[config.mk]
export PLATFORM = sky130hd
export DESIGN_NAME = nes_line_doubler_flat
export DESIGN_NICKNAME = d
export VERILOG_FILES = /design/src/rtl/nes_line_doubler_if.sv /design/src/rtl/nes_line_doubler.sv /design/src/flat_wrapper.sv
export SDC_FILE = /design/constraint.sdc
export NUM_CORES = 2
export LEC_CHECK = 0
export BUFFER_PORTS_ARGS = -buffer_cell sky130_fd_sc_hd__buf_2
export CAP_MARGIN = 20
export CORE_MARGIN = 5
export CORE_UTILIZATION = 40
export DETAILED_ROUTE_END_ITERATION = 12
export PLACE_DENSITY = 0.55
export SLEW_MARGIN = 20
export SYNTH_ARGS = -nofsm -noshare
export SYNTH_HDL_FRONTEND = slang
export SYNTH_SLANG_ARGS = --single-unit
[constraint.sdc]
create_clock -name vga_clk -period 8.3 [get_ports vga_clk]
set_clock_uncertainty 0.2 [all_clocks]
set_input_delay 0.83 -clock vga_clk [delete_from_list [all_inputs] [get_ports vga_clk]]
set_output_delay 0.83 -clock vga_clk [all_outputs]
set_load 0.005 [all_outputs]
[src/rtl/nes_line_doubler_if.sv]
// PPU pixel stream, VGA timing inputs and DAC outputs of the NES line doubler.
// master: PPU / timing-generator side; slave: the doubler itself.
interface nes_line_doubler_if #(
    parameter int IDX_W = 6
);
    logic             pix_valid;
    logic [IDX_W-1:0] pix_index;
    logic             pix_ready;
    logic             line_req;
    logic [9:0]       DrawX;
    logic [9:0]       DrawY;
    logic             h_blank;
    logic             v_blank;
    logic [7:0]       red;
    logic [7:0]       green;
    logic [7:0]       blue;
    logic             underrun;

    modport master (
        output pix_valid, pix_index, DrawX, DrawY, h_blank, v_blank,
        input  pix_ready, line_req, red, green, blue, underrun
    );

    modport slave (
        input  pix_valid, pix_index, DrawX, DrawY, h_blank, v_blank,
        output pix_ready, line_req, red, green, blue, underrun
    );
endinterface

[src/rtl/nes_line_doubler.sv]
// NES 256-pixel scanline ping-pong buffer with 2x2 upscale into the 512x480
// VGA window and 2C02 palette lookup.
// Optional build macro: SCANLINE_DIM_EN halves every colour channel on odd
// VGA lines (CRT scanline look); latency is the same in both builds.
module nes_line_doubler #(
    parameter int H_TOTAL  = 800,
    parameter int V_TOTAL  = 525,
    parameter int LINE_W   = 256,
    parameter int V_ACTIVE = 480,
    parameter int IDX_W    = 6
) (
    input  logic              vga_clk,
    input  logic              Reset,
    nes_line_doubler_if.slave bus
);
    localparam int CNT_W  = $clog2(LINE_W + 1);
    localparam int ADDR_W = $clog2(LINE_W);

    // Standard 2C02 RGB palette, index 0x00..0x3F.
    localparam logic [23:0] PALETTE [64] = '{
        24'h7C7C7C, 24'h0000FC, 24'h0000BC, 24'h4428BC, 24'h940084, 24'hA80020, 24'hA81000, 24'h881400,
        24'h503000, 24'h007800, 24'h006800, 24'h005800, 24'h004058, 24'h000000, 24'h000000, 24'h000000,
        24'hBCBCBC, 24'h0078F8, 24'h0058F8, 24'h6844FC, 24'hD800CC, 24'hE40058, 24'hF83800, 24'hE45C10,
        24'hAC7C00, 24'h00B800, 24'h00A800, 24'h00A844, 24'h008888, 24'h000000, 24'h000000, 24'h000000,
        24'hF8F8F8, 24'h3CBCFC, 24'h6888FC, 24'h9878F8, 24'hF878F8, 24'hF85898, 24'hF87858, 24'hFCA044,
        24'hF8B800, 24'hB8F818, 24'h58D854, 24'h58F898, 24'h00E8D8, 24'h787878, 24'h000000, 24'h000000,
        24'hFFFFFF, 24'hA4E4FC, 24'hB8B8F8, 24'hD8B8F8, 24'hF8B8F8, 24'hF8A4C0, 24'hF0D0B0, 24'hFCE0A8,
        24'hF8D878, 24'hD8F878, 24'hB8F8B8, 24'hB8F8D8, 24'h00FCFC, 24'hF8D8F8, 24'h000000, 24'h000000
    };

    // Two banks of LINE_W entries; bank select is the address MSB.
    logic [IDX_W-1:0] line_mem [0:2*LINE_W-1];

    logic [CNT_W-1:0] wr_cnt;
    logic [CNT_W-1:0] cnt_next;
    logic             disp_bank;
    logic             line_req_q;
    logic             underrun_q;
    logic [23:0]      rgb_q;

    logic             accept;
    logic             swap_pt;
    logic [IDX_W-1:0] rd_idx;
    logic [23:0]      pal_rgb;
    logic [23:0]      pix_rgb;

    // wr_cnt never exceeds LINE_W because accepts stop once it gets there.
    assign bus.pix_ready = (wr_cnt < CNT_W'(LINE_W));
    assign accept        = bus.pix_valid & bus.pix_ready;
    assign cnt_next      = wr_cnt + CNT_W'(accept);

    // End of every odd active line hands over the next NES line; the last
    // line of the frame preloads VGA line 0. Line V_ACTIVE-1 is skipped so the
    // 240th NES line is consumed by the end-of-frame swap instead.
    assign swap_pt = (bus.DrawX == 10'(H_TOTAL - 1)) &&
                     ((bus.DrawY[0] && (bus.DrawY < 10'(V_ACTIVE - 1))) ||
                      (bus.DrawY == 10'(V_TOTAL - 1)));

    // Each NES pixel spans two pixel clocks, each NES line two VGA lines.
    assign rd_idx  = line_mem[{disp_bank, bus.DrawX[ADDR_W:1]}];
    assign pal_rgb = PALETTE[rd_idx];

`ifdef SCANLINE_DIM_EN
    assign pix_rgb = bus.DrawY[0] ? {1'b0, pal_rgb[23:17], 1'b0, pal_rgb[15:9], 1'b0, pal_rgb[7:1]}
                                  : pal_rgb;
`else
    assign pix_rgb = pal_rgb;
`endif

    // Line buffer write port; contents are intentionally not reset.
    always_ff @(posedge vga_clk) begin
        if (accept)
            line_mem[{~disp_bank, wr_cnt[ADDR_W-1:0]}] <= bus.pix_index;
    end

    // Write counter, bank swap, line request pulse and sticky underrun.
    always_ff @(posedge vga_clk or posedge Reset) begin
        if (Reset) begin
            wr_cnt     <= '0;
            disp_bank  <= 1'b0;
            line_req_q <= 1'b0;
            underrun_q <= 1'b0;
        end else begin
            line_req_q <= 1'b0;
            wr_cnt     <= cnt_next;
            if (swap_pt) begin
                // A pixel accepted in this very cycle counts towards "full".
                if (cnt_next == CNT_W'(LINE_W)) begin
                    disp_bank  <= ~disp_bank;
                    wr_cnt     <= '0;
                    line_req_q <= 1'b1;
                end else begin
                    underrun_q <= 1'b1;
                end
            end
        end
    end

    // Registered colour output, one cycle behind DrawX, black in blanking.
    always_ff @(posedge vga_clk or posedge Reset) begin
        if (Reset)
            rgb_q <= '0;
        else if (bus.h_blank | bus.v_blank)
            rgb_q <= '0;
        else
            rgb_q <= pix_rgb;
    end

    assign bus.line_req = line_req_q;
    assign bus.underrun = underrun_q;
    assign bus.red      = rgb_q[23:16];
    assign bus.green    = rgb_q[15:8];
    assign bus.blue     = rgb_q[7:0];
endmodule
[src/flat_wrapper.sv]
// flat-port wrapper written by rule: the top's interface ports become plain ports
module nes_line_doubler_flat 
#(
    parameter int H_TOTAL  = 800,
    parameter int V_TOTAL  = 525,
    parameter int LINE_W   = 256,
    parameter int V_ACTIVE = 480,
    parameter int IDX_W    = 6
)
  (vga_clk, Reset, bus_pix_valid, bus_pix_index, bus_DrawX, bus_DrawY, bus_h_blank, bus_v_blank, bus_pix_ready, bus_line_req, bus_red, bus_green, bus_blue, bus_underrun);
  nes_line_doubler_if #(.IDX_W(IDX_W)) bus_i ();
  input  logic vga_clk;
  input  logic Reset;
  input wire logic [$bits(bus_i.pix_valid)-1:0] bus_pix_valid;
  input wire logic [$bits(bus_i.pix_index)-1:0] bus_pix_index;
  input wire logic [$bits(bus_i.DrawX)-1:0] bus_DrawX;
  input wire logic [$bits(bus_i.DrawY)-1:0] bus_DrawY;
  input wire logic [$bits(bus_i.h_blank)-1:0] bus_h_blank;
  input wire logic [$bits(bus_i.v_blank)-1:0] bus_v_blank;
  output wire logic [$bits(bus_i.pix_ready)-1:0] bus_pix_ready;
  output wire logic [$bits(bus_i.line_req)-1:0] bus_line_req;
  output wire logic [$bits(bus_i.red)-1:0] bus_red;
  output wire logic [$bits(bus_i.green)-1:0] bus_green;
  output wire logic [$bits(bus_i.blue)-1:0] bus_blue;
  output wire logic [$bits(bus_i.underrun)-1:0] bus_underrun;
  assign bus_i.pix_valid = bus_pix_valid;
  assign bus_i.pix_index = bus_pix_index;
  assign bus_i.DrawX = bus_DrawX;
  assign bus_i.DrawY = bus_DrawY;
  assign bus_i.h_blank = bus_h_blank;
  assign bus_i.v_blank = bus_v_blank;
  assign bus_pix_ready = bus_i.pix_ready;
  assign bus_line_req = bus_i.line_req;
  assign bus_red = bus_i.red;
  assign bus_green = bus_i.green;
  assign bus_blue = bus_i.blue;
  assign bus_underrun = bus_i.underrun;
  nes_line_doubler #(.H_TOTAL(H_TOTAL), .V_TOTAL(V_TOTAL), .LINE_W(LINE_W), .V_ACTIVE(V_ACTIVE), .IDX_W(IDX_W)) u_core (.vga_clk(vga_clk), .Reset(Reset), .bus(bus_i));
endmodule
* Word level (Yosys, flattened, before mapping) *
Memory sizes are Yosys's and may differ from the RTL's.
Cells that the tools add are included.

storage, ports and cells
  bits in registers = 36
  bits in writable memories = 3072
  ROM bits = 1536
  bits of input ports = 31
  output and inout bits = 27
  word-level logic and storage cells = 33
  memories kept = 2

cells by class
  $add $sub $neg = 1
  $lt $le $gt $ge = 3
  equal/unequal tests = 3
  multiplexer cells = 9
  bitwise operators = 5
  reductions and logical operators = 5

memories
  memory            depth  width  rd ports  clocked after memory_dff  wr ports  line                    RTL
  u_core.line_mem   512    6      1         0                         1         nes_line_doubler.sv:32  logic [IDX_W-1:0] line_mem [0:2*LINE_W-1];
  (name not given)  64     24     1         0                         0         nes_line_doubler.sv:61  assign pal_rgb = PALETTE[rd_idx];

operators with widths
  operator                                                               number
  24-bit two-way mux                                                     3
  10-bit == test, second input constant                                  2
  9-bit two-way mux                                                      2
  10-bit by 9-bit < comparator with 1-bit output, second input constant  1
  9-bit by 1-bit adder with 9-bit output                                 1
  9-bit == test, second input constant                                   1
  9-bit < comparator, second input constant                              1
  7-bit >= comparator, second input constant                             1
  6-bit NOT with 7-bit output                                            1
  1-bit two-way mux                                                      4
  2-bit AND reduction                                                    2
  1-bit logical AND                                                      2
  1-bit NOT                                                              2
  1-bit bitwise AND                                                      1
  1-bit logical OR                                                       1
  1-bit bitwise OR                                                       1

* Depth between registers and ports, before layout *
  depth in word-level cells = 6
  gate-level depth with buffers = 23
  depth with buffers taken out = 14

* Worst setup path before layout *
OpenSTA, ideal clock, no wires.

  path kind = input to register
  start = in bus_DrawX[1]
  end = reg u_core.rgb_q[11]
  data arrival time = 4788 ps
  setup slack = 3247 ps
  stages = 20
  path buffers = 9
  path through = buf_6 > buf_12 > buf_8 > buf_6 > buf_6 > buf_6 > buf_6 > buf_6 > mux4_2 > a221oi_1 > o22ai_1 > nor4_1 > o221ai_1 > o41ai_4 > ha_1 > clkbuf_1 > nor3_1 > o21bai_1 > a221oi_1 > o221a_2

on the way
  longest elaborated chain between the ends = 6

ends and longest elaborated chain
  what                                                   line                     RTL
  start: declaration                                     flat_wrapper.sv:16       input wire logic [$bits(bus_i.DrawX)-1:0] bus_DrawX;
  memory read 512 x 6 bit                                -
  6-bit NOT with 7-bit output (implied by the code)      nes_line_doubler.sv:61
  memory read 64 x 24 bit                                -
  24-bit two-way mux (implied by the code) (2 in a row)  nes_line_doubler.sv:61
  24-bit two-way mux                                     nes_line_doubler.sv:103  else if (bus.h_blank | bus.v_blank)
  end signal: assignment                                 nes_line_doubler.sv:106  rgb_q <= pix_rgb;
  end: declaration                                       nes_line_doubler.sv:39   logic [23:0] rgb_q;

No other way between the ends. The select of a mux whose other input is x is not followed.
A chain may end at the register's enable or synchronous reset.

* Final worst setup path *
  start = in bus_DrawX[1]
  end = reg u_core.rgb_q[21]

Same word-level chain as after synthesis.

==> impl_results.md <==
* DP HPWL at 225.7 mm
* IO buf count at between 50 and 60
* P_int at 0.02627 W
* Vias in the first global route at around 64k
* PD cells at 242.8 nW/um2
* TritonRoute pass-1 iters at 7
* Initial antenna violation count at 19
* Setup ws final at 1.780 ns
* Fillers at approximately 26k
* Die Y at 564.9 um
* Hold Startpoint: bus_pix_index[5]
* DR vias at 65.21k
* Synth Area in Simple Gates at 3.616%
* Buf+Inv Stages, Crit Path at 3
* Synth unique cells at 91
* Crit. End Element: flop
* Reg power frac at between 50% and 60%
* DIE AREA at 319100 um2
* Sw Share at 22.13%
* CTS tree: yes
* Largest family of logic cells by synthesized area: multiplexers
* Gate power share at under 10%
* Synth top area cells: edfxtp_1 75%, mux4_2 11%, mux2i_1 3.2%, nor2_1 1.8%, a22oi_1 0.77%
* Resized Gates After CTS at 0
* Worst path max stage delay at 0.98 ns
* NetSw at 0.007464 W
* Met1 WL at 153.8 mm
* Worst-Margin Slew at 1.153 ns
* Crit path max fanout at 75
* Core Util, Final at 45.36%
* Post-route setup TNS at 0 ns
* Post-synth ARST share at less than 1%
* Max Cap Violations at 0
* Rel. slew slack at between 20 and 25%
* Pre-CTS WS at between 0.9 and 1 ns
* Ports at 58
* Post-Route WL at 373.8 mm
* Reg2Reg Depth at 10
* FF-to-FF setup slack at 2.51 ns
* Clk sinks at 3103
* Critical path cell sequence: buf_12, buf_4, mux4_2, mux4_2, o221ai_1, nand2_1, o41ai_4, ha_1, clkinv_1, nor2_1, a221oi_1, o32ai_1
* Core box area at 306300 um2
* Post-Synth Adder-Cell Area at less than 1%
* Post-route antenna net violation count at 0
* Worst r2r src: u_core.line_mem[247][0]$_DFFE_PP_
* Synth Area in XOR/XNOR at 0.05689%
* Fin crit period at 6.520 ns
* Compound-cell area share of the yosys netlist at between 3 and 4%
* P_leak at 43.79 nW
* Maximum vdd drop at approximately 0.00016 V
* CP most frequent cell: mux4_2
* Worst Path Arrival at a little over 7 ns
* Number of DRC markers in iteration 0 at 9129
* Top cell family by delay on the critical path: compound AO/OA/AOI/OAI gates
* Mapped Nets at 6336
* Final Hold Fails at 0
* Avg Cell Area, Syn at 19.57 um2
* TritonCTS buffer count at 332
* Hold path cells at 1
* Critical-path top delay cell: o41ai_4
* WL per Instance at 34.52 um
* WP data required at 8.84 ns
* Outcome: completed
* Flop and latch count out of synthesis at 3103
* Post-CTS Setup Inserts at 0
* Overall global routing resource usage at 23.01%
* CTS clk-pin slew, worst paths at 0.06 ns
* Top-area cell type share of the netlist area at about three quarters
* Layout cells sized above 1 at 21.46%
* Synth warn at 0
* DR top layer: met4
* Post-synth EDFFs at 3072
* H-tree depth at 5
* Nets at ~6.5k
* Met2 WL at 175.0 mm
* Met3 routed wirelength at 31.88 mm
* Clk Latency, worst-skew pair at 0.87 ns
* Total power at about 0.034 W
* Setup-failing EPs final at 0
* RSZ-0062 raised after global routing: false
* First-pass GRT wire length at roughly 520 mm
* Max Root-Sink Buffers at 4
* Worst hold path type: primary input to flop
* Fmax achieved at 0.1534 GHz
* Die X-Extent at 564.9 um
* Hold worst-path end: u_core.line_mem[182][5]$_DFFE_PP_
* Register area share after synthesis at between 70% and 80%
* Final Max Tran Viols at 0
* Final period util at between 70% and 80%
* Avg Vias per Cell at about 6
* Gpl congestion at 0.8534
* RR Endpoint: u_core.rgb_q[21]$_DFF_PP0_
* Setup crit start kind: primary input
* Setup CP Type: primary input to flop
* Synth Instances at 6292
* Largest net degree at the start of global routing at 197
* Area grow syn2layout at 12.81%
* Remaining global-route overflow at 0
* Clock root buffer master: clkbuf_16
* Residual DRC at 0
* Mux cell area share after synthesis at 14.66%
* Initial core utilization at roughly 40%
* Clock power frac at 43.1%
* Largest area contributor in the netlist: edfxtp_1
* Site Rows at 203
* Post-synth top flop: edfxtp_1
* Synthesized area at 123200 um2
* Cts hold-fix bufs at 1
layout by cell type, fill, tap and decap left out, types with 46 or more instances in the layout:
cell type	count
a21oi_1	80
a221oi_1	47
a22oi_1	126
buf_2	46
buf_4	167
clkbuf_1	60
clkbuf_16	337
clkinv_1	68
clkinv_2	68
edfxtp_1	3072
mux2i_1	394
mux4_2	613
nand2_1	190
nand3_1	49
nor2_1	574
nor3_1	48
o21ai_0	59
o22ai_1	117
worst max-delay path by stage:
stage | startpoint | endpoint | slack (ns) | depth (start not counted)
after floorplan | bus_DrawX[1] | u_core.rgb_q[11]$_DFF_PP0_ | 3.25 | 20
after global placement | bus_DrawX[1] | u_core.rgb_q[21]$_DFF_PP0_ | 0.66 | 16
after detailed placement | bus_DrawX[1] | u_core.rgb_q[21]$_DFF_PP0_ | 0.91 | 12
after CTS | bus_DrawX[1] | u_core.rgb_q[21]$_DFF_PP0_ | 1.84 | 12
after global routing | bus_DrawX[1] | u_core.rgb_q[21]$_DFF_PP0_ | 1.64 | 12
final | bus_DrawX[1] | u_core.rgb_q[21]$_DFF_PP0_ | 1.78 | 12
flip-flops by register name (all words and copies together) (netlist names):
name and flops:
u_core.wr_cnt 9, u_core.bus.line_req 1, u_core.line_mem 3072, u_core.bus.underrun 1
u_core.rgb_q 19, u_core.disp_bank 1
kinds of logic after synthesis:
kind of cell	Yosys count
and+or+nand+nor	1033
AOI/OAI and AO/OA	658
DFF	3103
adders and majority gates	13
muxes	1031
buffers and inverters	446
xor gates and xnor gates	8
metal layers:
metal / GRT usage, % / up-vias
met1: 33.17 / 35000
met4: 7.437 / 0
li1: - / 26200
met3: 3.731 / 631
met2: 36.06 / 3375
met5: 0 / -
synthesized netlist by cell type, drive strengths merged, types with 22 or more instances:
| library cell | number |
|---|---|
| o21ai | 61 |
| nor2 | 581 |
| nand3 | 49 |
| mux2i | 394 |
| o221ai | 27 |
| clkbuf | 168 |
| a22o | 27 |
| nand2 | 208 |
| a21oi | 80 |
| a221oi | 47 |
| nor3 | 50 |
| mux2 | 22 |
| a22oi | 127 |
| o22ai | 117 |
| edfxtp | 3072 |
| a31oi | 27 |
| dfrtp | 31 |
| a211oi | 25 |
| buf | 258 |
| mux4 | 615 |
power by group through the flow:
| stage | Combinational, W | Sequential, W | Clock (W) |
|---|---|---|---|
| final | 0.00196 | 0.0172 | 0.0145 |
| after CTS | 0.00195 | 0.0172 | 0.0147 |
| after floorplan | 0.00102 | 0.0176 | 0 |
| after global routing | 0.00203 | 0.0172 | 0.0154 |
| after detailed placement | 0.00194 | 0.0176 | 0 |
| after global placement | 0.00193 | 0.0176 | 0 |
per-stage QoR:
stage | instances | cell area, um2 | hold slack [ns]
floorplan | 6292 | 123200 | 0.2510
global placement | 10220 | 128300 | 0.3426
detailed placement | 10230 | 128400 | 0.3529
CTS | 10820 | 138900 | 0.09329
global route | 10820 | 138900 | 0.1385
finish | 10830 | 138900 | 0.1704
layout make-up:
| class | count | area [um2] | share of cell area, % |
|---|---|---|---|
| Sequential cell | 3103 | 93020 | 66.95 |
| Multi-Input combinational cell | 2743 | 27750 | 19.97 |
| Clock buffer | 404 | 8755 | 6.301 |
| Tap cell | 4100 | 5130 | 3.692 |
| Timing Repair Buffer | 263 | 2425 | 1.745 |
| Clock inverter | 188 | 1763 | 1.269 |
| Inverter | 20 | 82.58 | 0.05943 |
| Antenna cell | 6 | 15.01 | 0.01081 |
Power figures use the tool's default switching activity.
